### src/rtl/llspi_arbiter.sv
// llspi_arbiter
//   Shares one llspi host port between NREQ requesters. A requester is granted
//   for exactly one burst (round-robin). Its command words are forwarded to
//   llspi with a configurable idle gap between write strobes. After the SPI
//   engine goes idle, the expected number of result bytes is collected and
//   routed back to the owner. Any surplus bytes left in the llspi result FIFO
//   are read and discarded before the port is released.
//
// Ports
//   lb_clk, rst_n           clock, asynchronous active-low reset
//   req_valid/ready/data/   per-requester command stream (9-bit words,
//   req_last/req_rcnt         last-of-burst flag, result byte count)
//   grant                   one-hot current owner, 0 when idle
//   rsp_valid/rsp_data      per-requester result strobe, shared result byte
//   rsp_err                 per-requester strobe: burst ended on result timeout
//   llspi_*                 connection to the llspi host interface
//   flush_count             saturating count of discarded surplus bytes
module llspi_arbiter #(
  parameter int NREQ    = 2,
  parameter int CMD_GAP = 1,
  parameter int TMO_W   = 12
) (
  input  logic              lb_clk,
  input  logic              rst_n,
  input  logic [NREQ-1:0]   req_valid,
  output logic [NREQ-1:0]   req_ready,
  input  logic [9*NREQ-1:0] req_data,
  input  logic [NREQ-1:0]   req_last,
  input  logic [4*NREQ-1:0] req_rcnt,
  output logic [NREQ-1:0]   grant,
  output logic [NREQ-1:0]   rsp_valid,
  output logic [7:0]        rsp_data,
  output logic [NREQ-1:0]   rsp_err,
  output logic [8:0]        llspi_host_din,
  output logic              llspi_we,
  input  logic              llspi_busy,
  input  logic              llspi_result_avail,
  output logic              llspi_re,
  input  logic [7:0]        llspi_result,
  output logic [7:0]        flush_count
);

  localparam int IW = (NREQ > 1) ? $clog2(NREQ) : 1;
  localparam int GW = (CMD_GAP > 0) ? $clog2(CMD_GAP + 1) : 1;
  // Last timeout count value before the timeout fires (2**TMO_W-1 cycles total).
  localparam logic [TMO_W-1:0] TMO_LAST = {{(TMO_W-1){1'b1}}, 1'b0};

  typedef enum logic [2:0] {S_IDLE, S_ISSUE, S_DRAIN, S_COLLECT, S_FLUSH} state_t;

  state_t            state_reg, state_next;
  logic [NREQ-1:0]   grant_reg, grant_next;
  logic [IW-1:0]     idx_reg, idx_next;
  logic [IW-1:0]     rr_reg, rr_next;
  logic [3:0]        rcnt_reg, rcnt_next;
  logic [GW-1:0]     gap_reg, gap_next;
  logic [1:0]        drain_reg, drain_next;
  logic [TMO_W-1:0]  tmo_reg, tmo_next;
  logic [8:0]        din_reg, din_next;
  logic              we_reg, we_next;
  logic              re_reg, re_next;
  logic              pend_reg;          // result byte on llspi_result this cycle
  logic [NREQ-1:0]   rsp_valid_reg, rsp_valid_next;
  logic [7:0]        rsp_data_reg, rsp_data_next;
  logic [NREQ-1:0]   rsp_err_reg, rsp_err_next;
  logic [7:0]        flush_reg, flush_next;

  // Round-robin pick: first valid requester at or after rr, in wrap order.
  logic              pick_found;
  logic [IW-1:0]     pick_idx;
  logic [NREQ-1:0]   pick_onehot;
  int                pick_j;

  always_comb begin
    pick_found  = 1'b0;
    pick_idx    = '0;
    pick_onehot = '0;
    pick_j      = 0;
    for (int k = 0; k < NREQ; k++) begin
      pick_j = int'(rr_reg) + k;
      if (pick_j >= NREQ) pick_j = pick_j - NREQ;
      if (!pick_found && req_valid[pick_j]) begin
        pick_found          = 1'b1;
        pick_idx            = IW'(pick_j);
        pick_onehot[pick_j] = 1'b1;
      end
    end
  end

  logic [8:0] sel_data;
  logic       sel_last;
  logic       accept;

  assign sel_data  = req_data[9*int'(idx_reg) +: 9];
  assign sel_last  = req_last[idx_reg];
  assign req_ready = (state_reg == S_ISSUE && gap_reg == '0) ? grant_reg : '0;
  assign accept    = |(req_valid & req_ready);

  always_comb begin
    state_next     = state_reg;
    grant_next     = grant_reg;
    idx_next       = idx_reg;
    rr_next        = rr_reg;
    rcnt_next      = rcnt_reg;
    gap_next       = gap_reg;
    drain_next     = drain_reg;
    tmo_next       = tmo_reg;
    din_next       = din_reg;
    we_next        = 1'b0;
    re_next        = 1'b0;
    rsp_valid_next = '0;
    rsp_data_next  = rsp_data_reg;
    rsp_err_next   = '0;
    flush_next     = flush_reg;

    case (state_reg)
      S_IDLE: begin
        if (pick_found) begin
          grant_next = pick_onehot;
          idx_next   = pick_idx;
          rcnt_next  = req_rcnt[4*int'(pick_idx) +: 4];
          gap_next   = '0;
          state_next = S_ISSUE;
        end
      end

      S_ISSUE: begin
        if (accept) begin
          din_next = sel_data;
          we_next  = 1'b1;
          gap_next = GW'(CMD_GAP);
          if (sel_last) begin
            drain_next = '0;
            state_next = S_DRAIN;
          end
        end else if (gap_reg != '0) begin
          gap_next = gap_reg - 1'b1;
        end
      end

      S_DRAIN: begin
        // llspi raises busy a couple of cycles after the last write strobe,
        // so give it time before trusting busy==0.
        if (drain_reg != 2'd2) begin
          drain_next = drain_reg + 2'd1;
        end else if (!llspi_busy) begin
          tmo_next   = '0;
          state_next = (rcnt_reg == 4'd0) ? S_FLUSH : S_COLLECT;
        end
      end

      S_COLLECT: begin
        if (pend_reg) begin
          rsp_data_next  = llspi_result;
          rsp_valid_next = grant_reg;
          rcnt_next      = rcnt_reg - 4'd1;
          tmo_next       = '0;
          if (rcnt_reg == 4'd1) state_next = S_FLUSH;
          else if (llspi_result_avail) re_next = 1'b1;
        end else begin
          if (!re_reg && llspi_result_avail) re_next = 1'b1;
          if (tmo_reg == TMO_LAST) begin
            rsp_err_next = grant_reg;
            state_next   = S_FLUSH;
          end else begin
            tmo_next = tmo_reg + 1'b1;
          end
        end
      end

      S_FLUSH: begin
        // A read may still be in flight from COLLECT (timeout path); it is
        // counted as discarded when its data arrives.
        if (pend_reg && flush_reg != 8'hFF) flush_next = flush_reg + 8'd1;
        if (!re_reg && llspi_result_avail) begin
          re_next = 1'b1;
        end else if (!re_reg && !pend_reg && !llspi_result_avail) begin
          grant_next = '0;
          rr_next    = (idx_reg == IW'(NREQ - 1)) ? '0 : idx_reg + 1'b1;
          state_next = S_IDLE;
        end
      end

      default: state_next = S_IDLE;
    endcase
  end

  always_ff @(posedge lb_clk or negedge rst_n) begin
    if (!rst_n) begin
      state_reg     <= S_IDLE;
      grant_reg     <= '0;
      idx_reg       <= '0;
      rr_reg        <= '0;
      rcnt_reg      <= '0;
      gap_reg       <= '0;
      drain_reg     <= '0;
      tmo_reg       <= '0;
      din_reg       <= '0;
      we_reg        <= 1'b0;
      re_reg        <= 1'b0;
      pend_reg      <= 1'b0;
      rsp_valid_reg <= '0;
      rsp_data_reg  <= '0;
      rsp_err_reg   <= '0;
      flush_reg     <= '0;
    end else begin
      state_reg     <= state_next;
      grant_reg     <= grant_next;
      idx_reg       <= idx_next;
      rr_reg        <= rr_next;
      rcnt_reg      <= rcnt_next;
      gap_reg       <= gap_next;
      drain_reg     <= drain_next;
      tmo_reg       <= tmo_next;
      din_reg       <= din_next;
      we_reg        <= we_next;
      re_reg        <= re_next;
      pend_reg      <= re_reg;
      rsp_valid_reg <= rsp_valid_next;
      rsp_data_reg  <= rsp_data_next;
      rsp_err_reg   <= rsp_err_next;
      flush_reg     <= flush_next;
    end
  end

  assign grant          = grant_reg;
  assign rsp_valid      = rsp_valid_reg;
  assign rsp_data       = rsp_data_reg;
  assign rsp_err        = rsp_err_reg;
  assign llspi_host_din = din_reg;
  assign llspi_we       = we_reg;
  assign llspi_re       = re_reg;
  assign flush_count    = flush_reg;

endmodule
### config.mk
export PLATFORM = sky130hd
export DESIGN_NAME = llspi_arbiter
export DESIGN_NICKNAME = d
export VERILOG_FILES = /design/src/rtl/llspi_arbiter.sv
export SDC_FILE = /design/constraint.sdc
export NUM_CORES = 1
export LEC_CHECK = 0
export CELL_PAD_IN_SITES_DETAIL_PLACEMENT = 1
export CELL_PAD_IN_SITES_GLOBAL_PLACEMENT = 2
export CORE_AREA = 2 2 92 94
export DETAILED_ROUTE_END_ITERATION = 7
export DIE_AREA = 0 0 94 96
export DONT_BUFFER_PORTS = 1
export GPL_TIMING_DRIVEN = 0
export PLACE_DENSITY_LB_ADDON = 0.1
export SETUP_SLACK_MARGIN = 0.3
export SYNTH_ARGS = -nofsm -noshare
export SYNTH_HDL_FRONTEND = slang
export SYNTH_SLANG_ARGS = --single-unit
### constraint.sdc
create_clock -name lb_clk -period 2.4 [get_ports lb_clk]
set_input_delay 0.48 -clock lb_clk [delete_from_list [all_inputs] [get_ports lb_clk]]
set_output_delay 0.48 -clock lb_clk [all_outputs]
set_load 0.01 [all_outputs]
==> impl_metrics.tcl <==
set metrics [dict create \
    status "complete, no violations" \
    finalSetupViolCount 0 \
    final_nets 345 \
    synth-main-ff-cell "dfrtp_1" \
    post-route-min-period_ns 2.13 \
    yosys.area_share.simple_pct 17.0 \
    drc 0 \
    root_buffer "clkbuf_8" \
    numPortBuffers 0 \
    synth_mux_area_share_pct 11.5 \
    synth-seq-cells 58 \
    endpoint_kind "output port" \
    maxCapViolCount 0 \
    dp_hpwl_mm 5.33 \
    synth_top_area_share_pct 48.0 \
    slew_viol_final 0 \
    crit_chain "or3b_1, nor3b_1" \
    syn-cell-area_sq_um 3030 \
    syn_area_per_cell_sq_um 10.8 \
    p_leak_nw 1.50 \
    grt_antenna_before_repair 0 \
    synth_edf_count 0 \
    dieArea_sq_um 9020 \
    synth_fp_nets 330 \
    ant_nets 0 \
    final_cells 406 \
    cts.sinks 58 \
    cp.arrival_ns 1.65 \
    crit_slowest_cell "or3b_1" \
    synth_top_family_by_area "simple AND/OR/NAND/NOR gates" \
    grt_usage_pct 17.1 \
    worstSetupPathType "reg -> out" \
    dr.pass1.iters 4 \
    dp.cells 386 \
    dr.first_iter.drc_count 46 \
    die-height_um 96 \
    syn2layout_area_growth_pct 13.8 \
    ios 77 \
    cts_buffer_depth 2 \
    synthArstFlopShare_pct 100 \
    rows 33 \
    r2r_cells 5 \
    place.gp.congestion 0.763 \
    worst_pin_slew_ns 0.516 \
    hold_violations 0 \
    post_drt_wl_per_cell_um 18.0 \
    slowest_delay_ns 0.44 \
    clk_latency_ns 0.33 \
    largest_reg_flops 12 \
    antenna_cells 0 \
    drive_gt1_share_pct 20.6 \
    power_density_nw_per_um2 1180 \
    reg2reg_slack_ns 0.43 \
    skew_ns 0.0113 \
    min_path_type "in -> async" \
    wl_mm 7.30 \
    ys_seq_area_share_pct 48.0 \
    fill_cells 917 \
    synthTopCellsByArea "dfrtp_1, mux2_2, a31oi_1" \
    cts_max_level 3 \
    die_w_um 94 \
    cp_max_fo 6 \
    finalSetupTns_ns 0 \
    clkSlewWorstSetupHoldPaths_ns 0.08 \
    synth_xor_area_share_pct 2.32 \
    dr_total_vias 2242 \
    irDropWorstVdd_mv 0.435 \
    synth_warnings 0 \
    yosysTopAreaCell "dfrtp_1" \
    start_kind "register" \
    synth-compound-area-share_pct 15.3 \
    drt-vias-per-instance 5.52 \
    relSlewSlack_pct 65.6 \
    overflow 0 \
    crit_required_ns 1.92 \
    min_period_over_period_pct 88.8 \
    yosysUniqueCellTypes 50 \
    numCtsBuffers 9 \
    synth-adder-area-share_pct 2.89 \
    hold_ws_ns 0.00236 \
    max_freq_mhz 469 \
    start_util_pct 37.6 \
    postSynthCellCount 281 \
    cts_tree "yes" \
    grt_pass1_wl_mm 11.9 \
    grt_max_degree 59 \
    rsz0062_at_grt "yes" \
    placeableCoreArea_sq_um 8050 \
    grt_pass1_vias 2356 \
]
critical path: cells and delay by family, from the launching register on:
family | cells | cell delay, ns
flops | 1 | 0.43
simple gates | 2 | 0.88
per-layer routing:
| metal | routed length, um | vias up | track usage, % |
|---|---|---|---|
| met3 | 443 | 7 | 5.72 |
| li1 | - | 1072 | - |
| met1 | 3150 | 1105 | 20.4 |
| met5 | 0 | - | 0 |
| met4 | 84 | 0 | 5.80 |
| met2 | 3630 | 58 | 28.9 |
metrics by stage:
step                      area [sq um]  util (%)  setup WS, ns  power [mW]
after floorplan                   3030         -         0.578        2.71
after global placement            3160      39.2         0.177        3.07
after detailed placement          3160      39.2         0.180        3.11
after CTS                         3400      42.2         0.251        4.08
after global routing              3440      42.8         0.190        4.41
final                             3440      42.8         0.270        4.06
cell type report:
type	instances	area [sq um]	area share [%]
Sequential cell	58	1450	42.2
Buffer	9	48.8	1.42
Timing Repair Buffer	4	50.0	1.45
Tap cell	105	131	3.82
Inverter	12	45.0	1.31
Clock inverter	6	66.3	1.93
Clock buffer	10	138	4.00
Multi-Input combinational cell	202	1510	43.9
cells in the mapped netlist, drive strengths merged (3+ instances only):
master,count
and2,5
nor2b,3
xor2,3
inv,12
clkbuf,4
buf,5
nor2,14
nand4,4
xnor2,5
a31oi,15
a41oi,3
nor3b,5
a21oi,6
and3,5
mux2,27
ha,7
or3,3
nand3,9
o21ai,12
o211ai,8
nor3,5
and4,6
nand2,17
nand2b,5
dfrtp,58
a22oi,3
cell families (layout without fill, tap and decap cells):
logic type	after synthesis	count (layout)
mux	29	29
flops	58	58
compound gates	67	67
simple gates	91	91
buf+inv	21	41
xor+xnor	8	8
fa+ha+maj	7	7
where the power goes:
part / leakage [nW] / internal, mW / switching [mW] / total (mW)
Sequential: 0.746 / 1.30 / 0.390 / 1.69
Clock: 0.0945 / 0.507 / 0.405 / 0.912
Combinational: 0.664 / 0.696 / 0.762 / 1.46
layout by cell type (no fill, tap or decap), types with 3 or more instances in the layout:
cell and n:
and4_1 6, nand2_1 17, clkbuf_8 10, or3_1 3
buf_2 4, dfrtp_1 58, nor2_1 14, a21oi_1 6
mux2_4 6, a22oi_1 3, nand4_1 4, nor2b_1 3
inv_1 12, ha_1 7, nand3_1 9, xnor2_1 5
and3_1 5, a31oi_1 15, mux2_2 21, and2_1 5
clkinvlp_4 3, nand2b_1 5, buf_4 3, xor2_1 3
o211ai_1 8, o21ai_0 11, nor3_1 5, nor3b_1 4
final timing paths:
path,from,endpoint
worst max register to register,state_reg[0],llspi_host_din[3]
worst min register to register,drain_reg[0],drain_reg[0]
max in group asynchronous,rst_n,rcnt_reg[3]
worst min-delay path,rst_n,tmo_reg[8]
min in group lb_clk,llspi_result[1],rsp_data[1]
worst max-delay path,state_reg[0],req_ready[1]
timing repair:
item	in CTS	in global routing
hold buffers	1	0
pin swaps	0	1
cloned	0	0
setup endpoints to repair	13	17
resized for setup	3	4
buffers inserted	0	3
hold endpoints to repair	58	0
Power figures use the tool's default switching activity.
